**src/rtl/register_file_pkg.sv**
```systemverilog
// Shared constants for the architectural register set. The ALU and datapath
// import the same package, so all three blocks use one data width.
package register_file_pkg;

  localparam int WIDTH_DEFAULT  = 32;
  localparam int ADDR_W_DEFAULT = 3;
  localparam int DEPTH_DEFAULT  = 8;

  typedef logic [WIDTH_DEFAULT-1:0] word_t;

  localparam word_t ZERO_WORD = '0;

endpackage : register_file_pkg

```
**src/rtl/register_file_if.sv**
```systemverilog
// Register file access bus: one write port and two combinational read ports.
// master = the decoder/datapath side, slave = the register file.
interface register_file_if
  import register_file_pkg::*;
#(
  parameter int WIDTH  = WIDTH_DEFAULT,
  parameter int ADDR_W = ADDR_W_DEFAULT
) ();

  logic              we;
  logic [ADDR_W-1:0] wr_addr;
  logic [WIDTH-1:0]  wr_data;
  logic [ADDR_W-1:0] rd_addr0;
  logic [WIDTH-1:0]  rd_data0;
  logic [ADDR_W-1:0] rd_addr1;
  logic [WIDTH-1:0]  rd_data1;

  modport master (
    output we, wr_addr, wr_data, rd_addr0, rd_addr1,
    input  rd_data0, rd_data1
  );

  modport slave (
    input  we, wr_addr, wr_data, rd_addr0, rd_addr1,
    output rd_data0, rd_data1
  );

endinterface : register_file_if

```
**src/rtl/register_file_register_en.sv**
```systemverilog
// WIDTH-bit D register with load enable and synchronous active-high clear.
// One instance holds one architectural register.
module register_en
  import register_file_pkg::*;
#(
  parameter int WIDTH = WIDTH_DEFAULT
) (
  output logic [WIDTH-1:0] q,
  input  logic             clk,
  input  logic             reset,
  input  logic             en,
  input  logic [WIDTH-1:0] d
);

  // Clear has priority over load, so a write coinciding with reset is lost.
  always_ff @(posedge clk) begin
    if (reset) begin
      q <= '0;
    end else if (en) begin
      q <= d;
    end
  end

endmodule : register_en

```
**src/rtl/register_file.sv**
```systemverilog
// Architectural register set: DEPTH words of WIDTH bits, one synchronous
// write port, two combinational read ports with optional write-through
// bypass and an optional hard-wired zero register 0.
module register_file
  import register_file_pkg::*;
#(
  parameter int WIDTH    = WIDTH_DEFAULT,
  parameter int DEPTH    = DEPTH_DEFAULT,
  parameter int ADDR_W   = ADDR_W_DEFAULT,
  parameter int ZERO_REG = 0,
  parameter int BYPASS   = 1
) (
  input  logic           clk,
  input  logic           reset,
  register_file_if.slave bus
);

  logic [DEPTH-1:0] wr_en;
  logic             write_ok;
  logic [WIDTH-1:0] regs [DEPTH];

  // A write that lands on no in-range, writable register leaves every
  // enable low, so write_ok doubles as "this write is not ignored".
  function automatic logic [WIDTH-1:0] read_port(input logic [ADDR_W-1:0] addr);
    logic [WIDTH-1:0] r;
    r = '0;
    for (int i = 0; i < DEPTH; i++) begin
      if (addr == ADDR_W'(i) && !(ZERO_REG != 0 && i == 0)) begin
        r = regs[i];
      end
    end
    if (BYPASS != 0 && write_ok && addr == bus.wr_addr) begin
      r = bus.wr_data;
    end
    return r;
  endfunction

  // One-hot write decode; out-of-range addresses, the zero register and
  // reset cycles all produce an all-zero enable vector.
  always_comb begin
    wr_en = '0;
    for (int i = 0; i < DEPTH; i++) begin
      if (bus.we && !reset && bus.wr_addr == ADDR_W'(i) &&
          !(ZERO_REG != 0 && i == 0)) begin
        wr_en[i] = 1'b1;
      end
    end
  end

  assign write_ok = |wr_en;

  for (genvar g = 0; g < DEPTH; g++) begin : g_reg
    register_en #(
      .WIDTH (WIDTH)
    ) u_reg (
      .q     (regs[g]),
      .clk   (clk),
      .reset (reset),
      .en    (wr_en[g]),
      .d     (bus.wr_data)
    );
  end

  // Both read ports resolve independently through the same mux/bypass logic.
  always_comb begin
    bus.rd_data0 = read_port(bus.rd_addr0);
    bus.rd_data1 = read_port(bus.rd_addr1);
  end

endmodule : register_file
```
**src/flat_wrapper.sv**
```systemverilog
// flat-port wrapper written by rule: the top's interface ports become plain ports
module register_file_flat import register_file_pkg::*;
#(
  parameter int WIDTH    = WIDTH_DEFAULT,
  parameter int DEPTH    = DEPTH_DEFAULT,
  parameter int ADDR_W   = ADDR_W_DEFAULT,
  parameter int ZERO_REG = 0,
  parameter int BYPASS   = 1
)
  (clk, reset, bus_we, bus_wr_addr, bus_wr_data, bus_rd_addr0, bus_rd_addr1, bus_rd_data0, bus_rd_data1);
  register_file_if #(.WIDTH(WIDTH), .ADDR_W(ADDR_W)) bus_i ();
  input  logic clk;
  input  logic reset;
  input wire logic [$bits(bus_i.we)-1:0] bus_we;
  input wire logic [$bits(bus_i.wr_addr)-1:0] bus_wr_addr;
  input wire logic [$bits(bus_i.wr_data)-1:0] bus_wr_data;
  input wire logic [$bits(bus_i.rd_addr0)-1:0] bus_rd_addr0;
  input wire logic [$bits(bus_i.rd_addr1)-1:0] bus_rd_addr1;
  output wire logic [$bits(bus_i.rd_data0)-1:0] bus_rd_data0;
  output wire logic [$bits(bus_i.rd_data1)-1:0] bus_rd_data1;
  assign bus_i.we = bus_we;
  assign bus_i.wr_addr = bus_wr_addr;
  assign bus_i.wr_data = bus_wr_data;
  assign bus_i.rd_addr0 = bus_rd_addr0;
  assign bus_i.rd_addr1 = bus_rd_addr1;
  assign bus_rd_data0 = bus_i.rd_data0;
  assign bus_rd_data1 = bus_i.rd_data1;
  register_file #(.WIDTH(WIDTH), .DEPTH(DEPTH), .ADDR_W(ADDR_W), .ZERO_REG(ZERO_REG), .BYPASS(BYPASS)) u_core (.clk(clk), .reset(reset), .bus(bus_i));
endmodule
```
**config.mk**
```make
export PLATFORM = sky130hd
export DESIGN_NAME = register_file_flat
export DESIGN_NICKNAME = d
export VERILOG_FILES = /design/src/rtl/register_file_pkg.sv /design/src/rtl/register_file_if.sv /design/src/rtl/register_file_register_en.sv /design/src/rtl/register_file.sv /design/src/flat_wrapper.sv
export SDC_FILE = /design/constraint.sdc
export NUM_CORES = 1
export LEC_CHECK = 0
export ABC_CLOCK_PERIOD_IN_PS = 1400
export CORE_MARGIN = 5
export CORE_UTILIZATION = 40
export DETAILED_ROUTE_END_ITERATION = 10
export SLEW_MARGIN = 10
export SYNTH_ARGS = -nofsm -noshare
export SYNTH_HDL_FRONTEND = slang
export SYNTH_SLANG_ARGS = --single-unit
```
**constraint.sdc**
```tcl
create_clock -name clk -period 1.4 [get_ports clk]
set_input_delay 0.14 -clock clk [delete_from_list [all_inputs] [get_ports clk]]
set_output_delay 0.14 -clock clk [all_outputs]
set_load 0.05 [all_outputs]
```
==> summary.txt <==
depth of the CTS H-tree - 1
outcome - finished with violations
# fillers - 3,029
number of enable-type register cells in the synthesized netlist - 0
total count of max-transition violations in the final report - 0
number of distinct library cells after synthesis - 45
area of the die - 39,570 um2
maximum number of pins on one net before global-route repair - 95
setup slack after layout - -0.6979 ns
antenna violations before repair - 0
clock root buffer - sky130_fd_sc_hd__clkbuf_16
Die Y-Extent - 198.9 um
overall global routing resource usage - 29.38%
Reg-to-Reg Start - u_core.g_reg[3].u_reg.q[31]$_SDFFE_PP0P_
class of the most critical hold timing path - in -> reg
row count - 69
power per unit of standard cell area - 892.5 nW/um2
width of the die - 198.9 um
largest incremental delay on the critical path - 0.52 ns
CP endpoint kind - output port
ys flop type - sky130_fd_sc_hd__dfxtp_1
critical path data required time - 1.26 ns
clock tree from TritonCTS - done
NumNets Final - 2,218
maximum vdd ir drop - 0.9112 mV
total core area - 35,400 um2
first-pass iteration count of the detailed router - 6
post-detailed-route DRC marker count - 0
diode count - 0
critical path launch point type - flip-flop
DRT iter0 DRCs - 1,538
number of buffers between clock root and the deepest sink - 3
total wire length - 59,990 um
achievable clock frequency - 476.7 MHz
detailed-route via count - 15,630
category of the most critical setup path - reg -> out
Worst slew margin - 56.66%
Clock transition at path regs - 0.06 ns
worst-margin pin slew - 0.6501 ns
final worst clock skew - 0 ns
Seq. cell area - 5279 um2
shortest clock period the worst path allows after layout - 2.098 ns
total length of routed met2 wires - 28,370 um
Async S/R FF share, synth - 0%
number of buffers inserted by hold repair at cts - 0
placed wire-length estimate - 37,700 um
Initial Util - 40.34%
met1 wire length - 24,410 um
wire length of the first global-routing pass - 90,890 um
synthesized net count - 1,977
met3 wirelength from detailed routing - 4607 um
count of final hold-check violations - 0
total I/O pin count - 108
via count of the first global-routing pass - 15,320
placed cell count - 2,568
cells after synthesis - 1,933
post-synthesis sequential area ratio - 35.90%
hold path startpoint - reset
final cell utilization of the core - 60.47%
Clock Sinks - 256
Layout Cells excl Fill - 2,655
multi-input logic area - 9986 um2
largest register by flop count - u_core.g.u_reg.q
remaining antenna violation count after routing - 0
Pleak - 7.852 nW
maxcap violations - 0
data arrival time of the critical path - 1.96 ns
critical path's slowest cell - sky130_fd_sc_hd__mux4_2
mean number of vias per cell - 5.885
RSZ-0062 raised after global routing - true
launch point of the worst path - u_core.g_reg[3].u_reg.q[3]$_SDFFE_PP0P_
count of buffers from port buffering - 107
synthesis-stage register bit count - 256
maximum net fanout on the critical path - 3
cells along the critical path - mux4_2, mux2i_2, buf_4, a21oi_4, buf_12
highest routed layer - met4
clock latency reported for the late side of the worst-skew pair - 0.55 ns
biggest regs - u_core.g.u_reg.q (256)
final setup vio count - 64
period utilization - 149.9%
global-route congestion overflow total - 0
Inserted Clock Buffers - 29
Area growth, synth to finish - 49.93%
mean area per synthesized cell - 7.386 um2
failing checks - negative setup slack
number of flip-flops in the largest register - 256
Warnings, synthesis - 0
gp weighted congestion - 0.8908
routed len/inst - 22.60 um
area of the mapped netlist - 14,280 um2
fraction of final layout cells with drive strength greater than 1 - 37.19%
## worst max-delay path: cells and delay by family, from the launching register on
kind	cells	cell delay (ns)
muxes	2	0.72
AOI/OAI and AO/OA	1	0.05
DFF	1	0.33
buffers and inverters	2	0.30
## worst paths after layout
check / end / slack (ns) / depth (start not counted)
max: bus_rd_data1[3] / -0.70 / 5
min: u_core.g_reg[7].u_reg.q[0]$_SDFFE_PP0P_ / 0.15 / 4
max reg2reg: u_core.g_reg[3].u_reg.q[31]$_SDFFE_PP0P_ / 0.59 / 4
min reg2reg: u_core.g_reg[1].u_reg.q[7]$_SDFFE_PP0P_ / 0.46 / 2
## cell usage in the layout, fill, tap and decap left out, types with 7 or more instances in the layout
cell type                           n
sky130_fd_sc_hd__a211oi_4          13
sky130_fd_sc_hd__a21oi_1          256
sky130_fd_sc_hd__a21oi_4           14
sky130_fd_sc_hd__a221oi_4          14
sky130_fd_sc_hd__a31oi_4           16
sky130_fd_sc_hd__and2_4            13
sky130_fd_sc_hd__buf_12            81
sky130_fd_sc_hd__buf_16             7
sky130_fd_sc_hd__buf_4            235
sky130_fd_sc_hd__buf_6             55
sky130_fd_sc_hd__clkbuf_16         29
sky130_fd_sc_hd__clkbuf_8          13
sky130_fd_sc_hd__clkdlybuf4s50_1   32
sky130_fd_sc_hd__dfxtp_1          133
sky130_fd_sc_hd__dfxtp_2          123
sky130_fd_sc_hd__inv_1             10
sky130_fd_sc_hd__mux2_2            10
sky130_fd_sc_hd__mux2i_1           90
sky130_fd_sc_hd__mux2i_2            7
sky130_fd_sc_hd__mux2i_4            8
sky130_fd_sc_hd__mux4_2            33
sky130_fd_sc_hd__nand2_1          530
sky130_fd_sc_hd__nor2_1           135
sky130_fd_sc_hd__nor3_1            12
sky130_fd_sc_hd__nor3b_1           25
sky130_fd_sc_hd__nor3b_2            8
sky130_fd_sc_hd__o21a_1            13
sky130_fd_sc_hd__o21ai_0           30
sky130_fd_sc_hd__o21ai_1           39
sky130_fd_sc_hd__o21ai_2           36
sky130_fd_sc_hd__o21ai_4           11
sky130_fd_sc_hd__o22ai_1           22
sky130_fd_sc_hd__o22ai_2           11
sky130_fd_sc_hd__o22ai_4           12
sky130_fd_sc_hd__o2bb2ai_1         10
## cell usage after synthesis, types with 3 or more instances
master / instances / area share [%]
sky130_fd_sc_hd__buf_1: 7 / 0.18
sky130_fd_sc_hd__inv_1: 10 / 0.26
sky130_fd_sc_hd__a31oi_1: 16 / 0.70
sky130_fd_sc_hd__o21a_1: 13 / 0.68
sky130_fd_sc_hd__o2bb2ai_1: 10 / 0.61
sky130_fd_sc_hd__o22ai_1: 45 / 2.0
sky130_fd_sc_hd__nand3_1: 6 / 0.21
sky130_fd_sc_hd__or2_2: 9 / 0.39
sky130_fd_sc_hd__a211oi_1: 13 / 0.68
sky130_fd_sc_hd__and2_1: 16 / 0.70
sky130_fd_sc_hd__buf_2: 63 / 2.2
sky130_fd_sc_hd__a21oi_1: 272 / 9.5
sky130_fd_sc_hd__a221oi_1: 13 / 0.80
sky130_fd_sc_hd__nand2_1: 539 / 14
sky130_fd_sc_hd__o221ai_1: 3 / 0.18
sky130_fd_sc_hd__nor3_1: 13 / 0.46
sky130_fd_sc_hd__mux2_2: 11 / 0.87
sky130_fd_sc_hd__mux4_2: 33 / 5.2
sky130_fd_sc_hd__clkbuf_1: 118 / 3.1
sky130_fd_sc_hd__o21ai_0: 113 / 4.0
sky130_fd_sc_hd__dfxtp_1: 256 / 36
sky130_fd_sc_hd__xnor2_1: 6 / 0.37
sky130_fd_sc_hd__nor3b_1: 33 / 1.7
sky130_fd_sc_hd__nor2_1: 140 / 3.7
sky130_fd_sc_hd__o21ai_1: 3 / 0.11
sky130_fd_sc_hd__a22oi_1: 7 / 0.37
sky130_fd_sc_hd__o22a_1: 4 / 0.25
sky130_fd_sc_hd__nand2b_1: 6 / 0.26
sky130_fd_sc_hd__buf_4: 19 / 1.0
sky130_fd_sc_hd__nor3b_2: 3 / 0.26
sky130_fd_sc_hd__nor2b_1: 3 / 0.13
sky130_fd_sc_hd__mux2i_1: 105 / 7.4
sky130_fd_sc_hd__o221a_2: 7 / 0.55
## area by class of cell
type,count,area share (%)
Tap cell,461,2.695
Timing Repair Buffer,417,21.41
Sequential cell,256,24.66
Multi-Input combinational cell,1459,46.65
Clock inverter,4,0.1286
Inverter,11,0.1929
Clock buffer,47,4.267
## layer usage
layer	track usage [%]	vias up
met5	0	-
met4	12.01	0
met3	4.590	165
met2	48.61	714
met1	38.48	7643
li1	-	7103
## cell families (layout without fill, tap and decap cells)
kind of cell | count (synthesis) | count (layout) | synth area share [%]
AOI/OAI and AO/OA | 522 | 522 | 20.67
muxes | 149 | 149 | 13.43
DFF | 256 | 256 | 35.90
and+or+nand+nor | 782 | 782 | 22.85
buffers and inverters | 218 | 479 | 6.783
xor gates and xnor gates | 6 | 6 | 0.3681
## report_power, final
| group | internal, mW | total (mW) | switching, mW |
|---|---|---|---|
| Sequential | 7.39 | 7.46 | 0.0708 |
| Combinational | 1.75 | 4.07 | 2.33 |
| Clock | 4.42 | 7.57 | 3.16 |
| Total | 13.6 | 19.1 | 5.55 |
## stage by stage
stage	cell area (um2)	hold slack (ns)	setup slack [ns]	setup TNS (ns)	total power, mW
final	21410	0.1521	-0.6979	-31.98	19.11
after global routing	21410	0.1642	-0.7452	-35.00	19.62
after CTS	21160	0.1417	-0.6936	-32.79	19.02
after detailed placement	19060	0.4607	-0.8096	-166.12	11.31
after global placement	19060	0.4521	-0.7746	-157.31	11.27
after floorplan	15690	0.4093	-0.2402	-8.482	9.824
## timing repair
| item | CTS | global route |
|---|---|---|
| buffers inserted | 29 | 4 |
| gates resized for setup | 276 | 76 |
| pin swaps | 107 | 51 |
| endpoints found under the setup margin | 64 | 64 |
| gates cloned | 5 | 0 |
(Power assumes the default switching activity.)
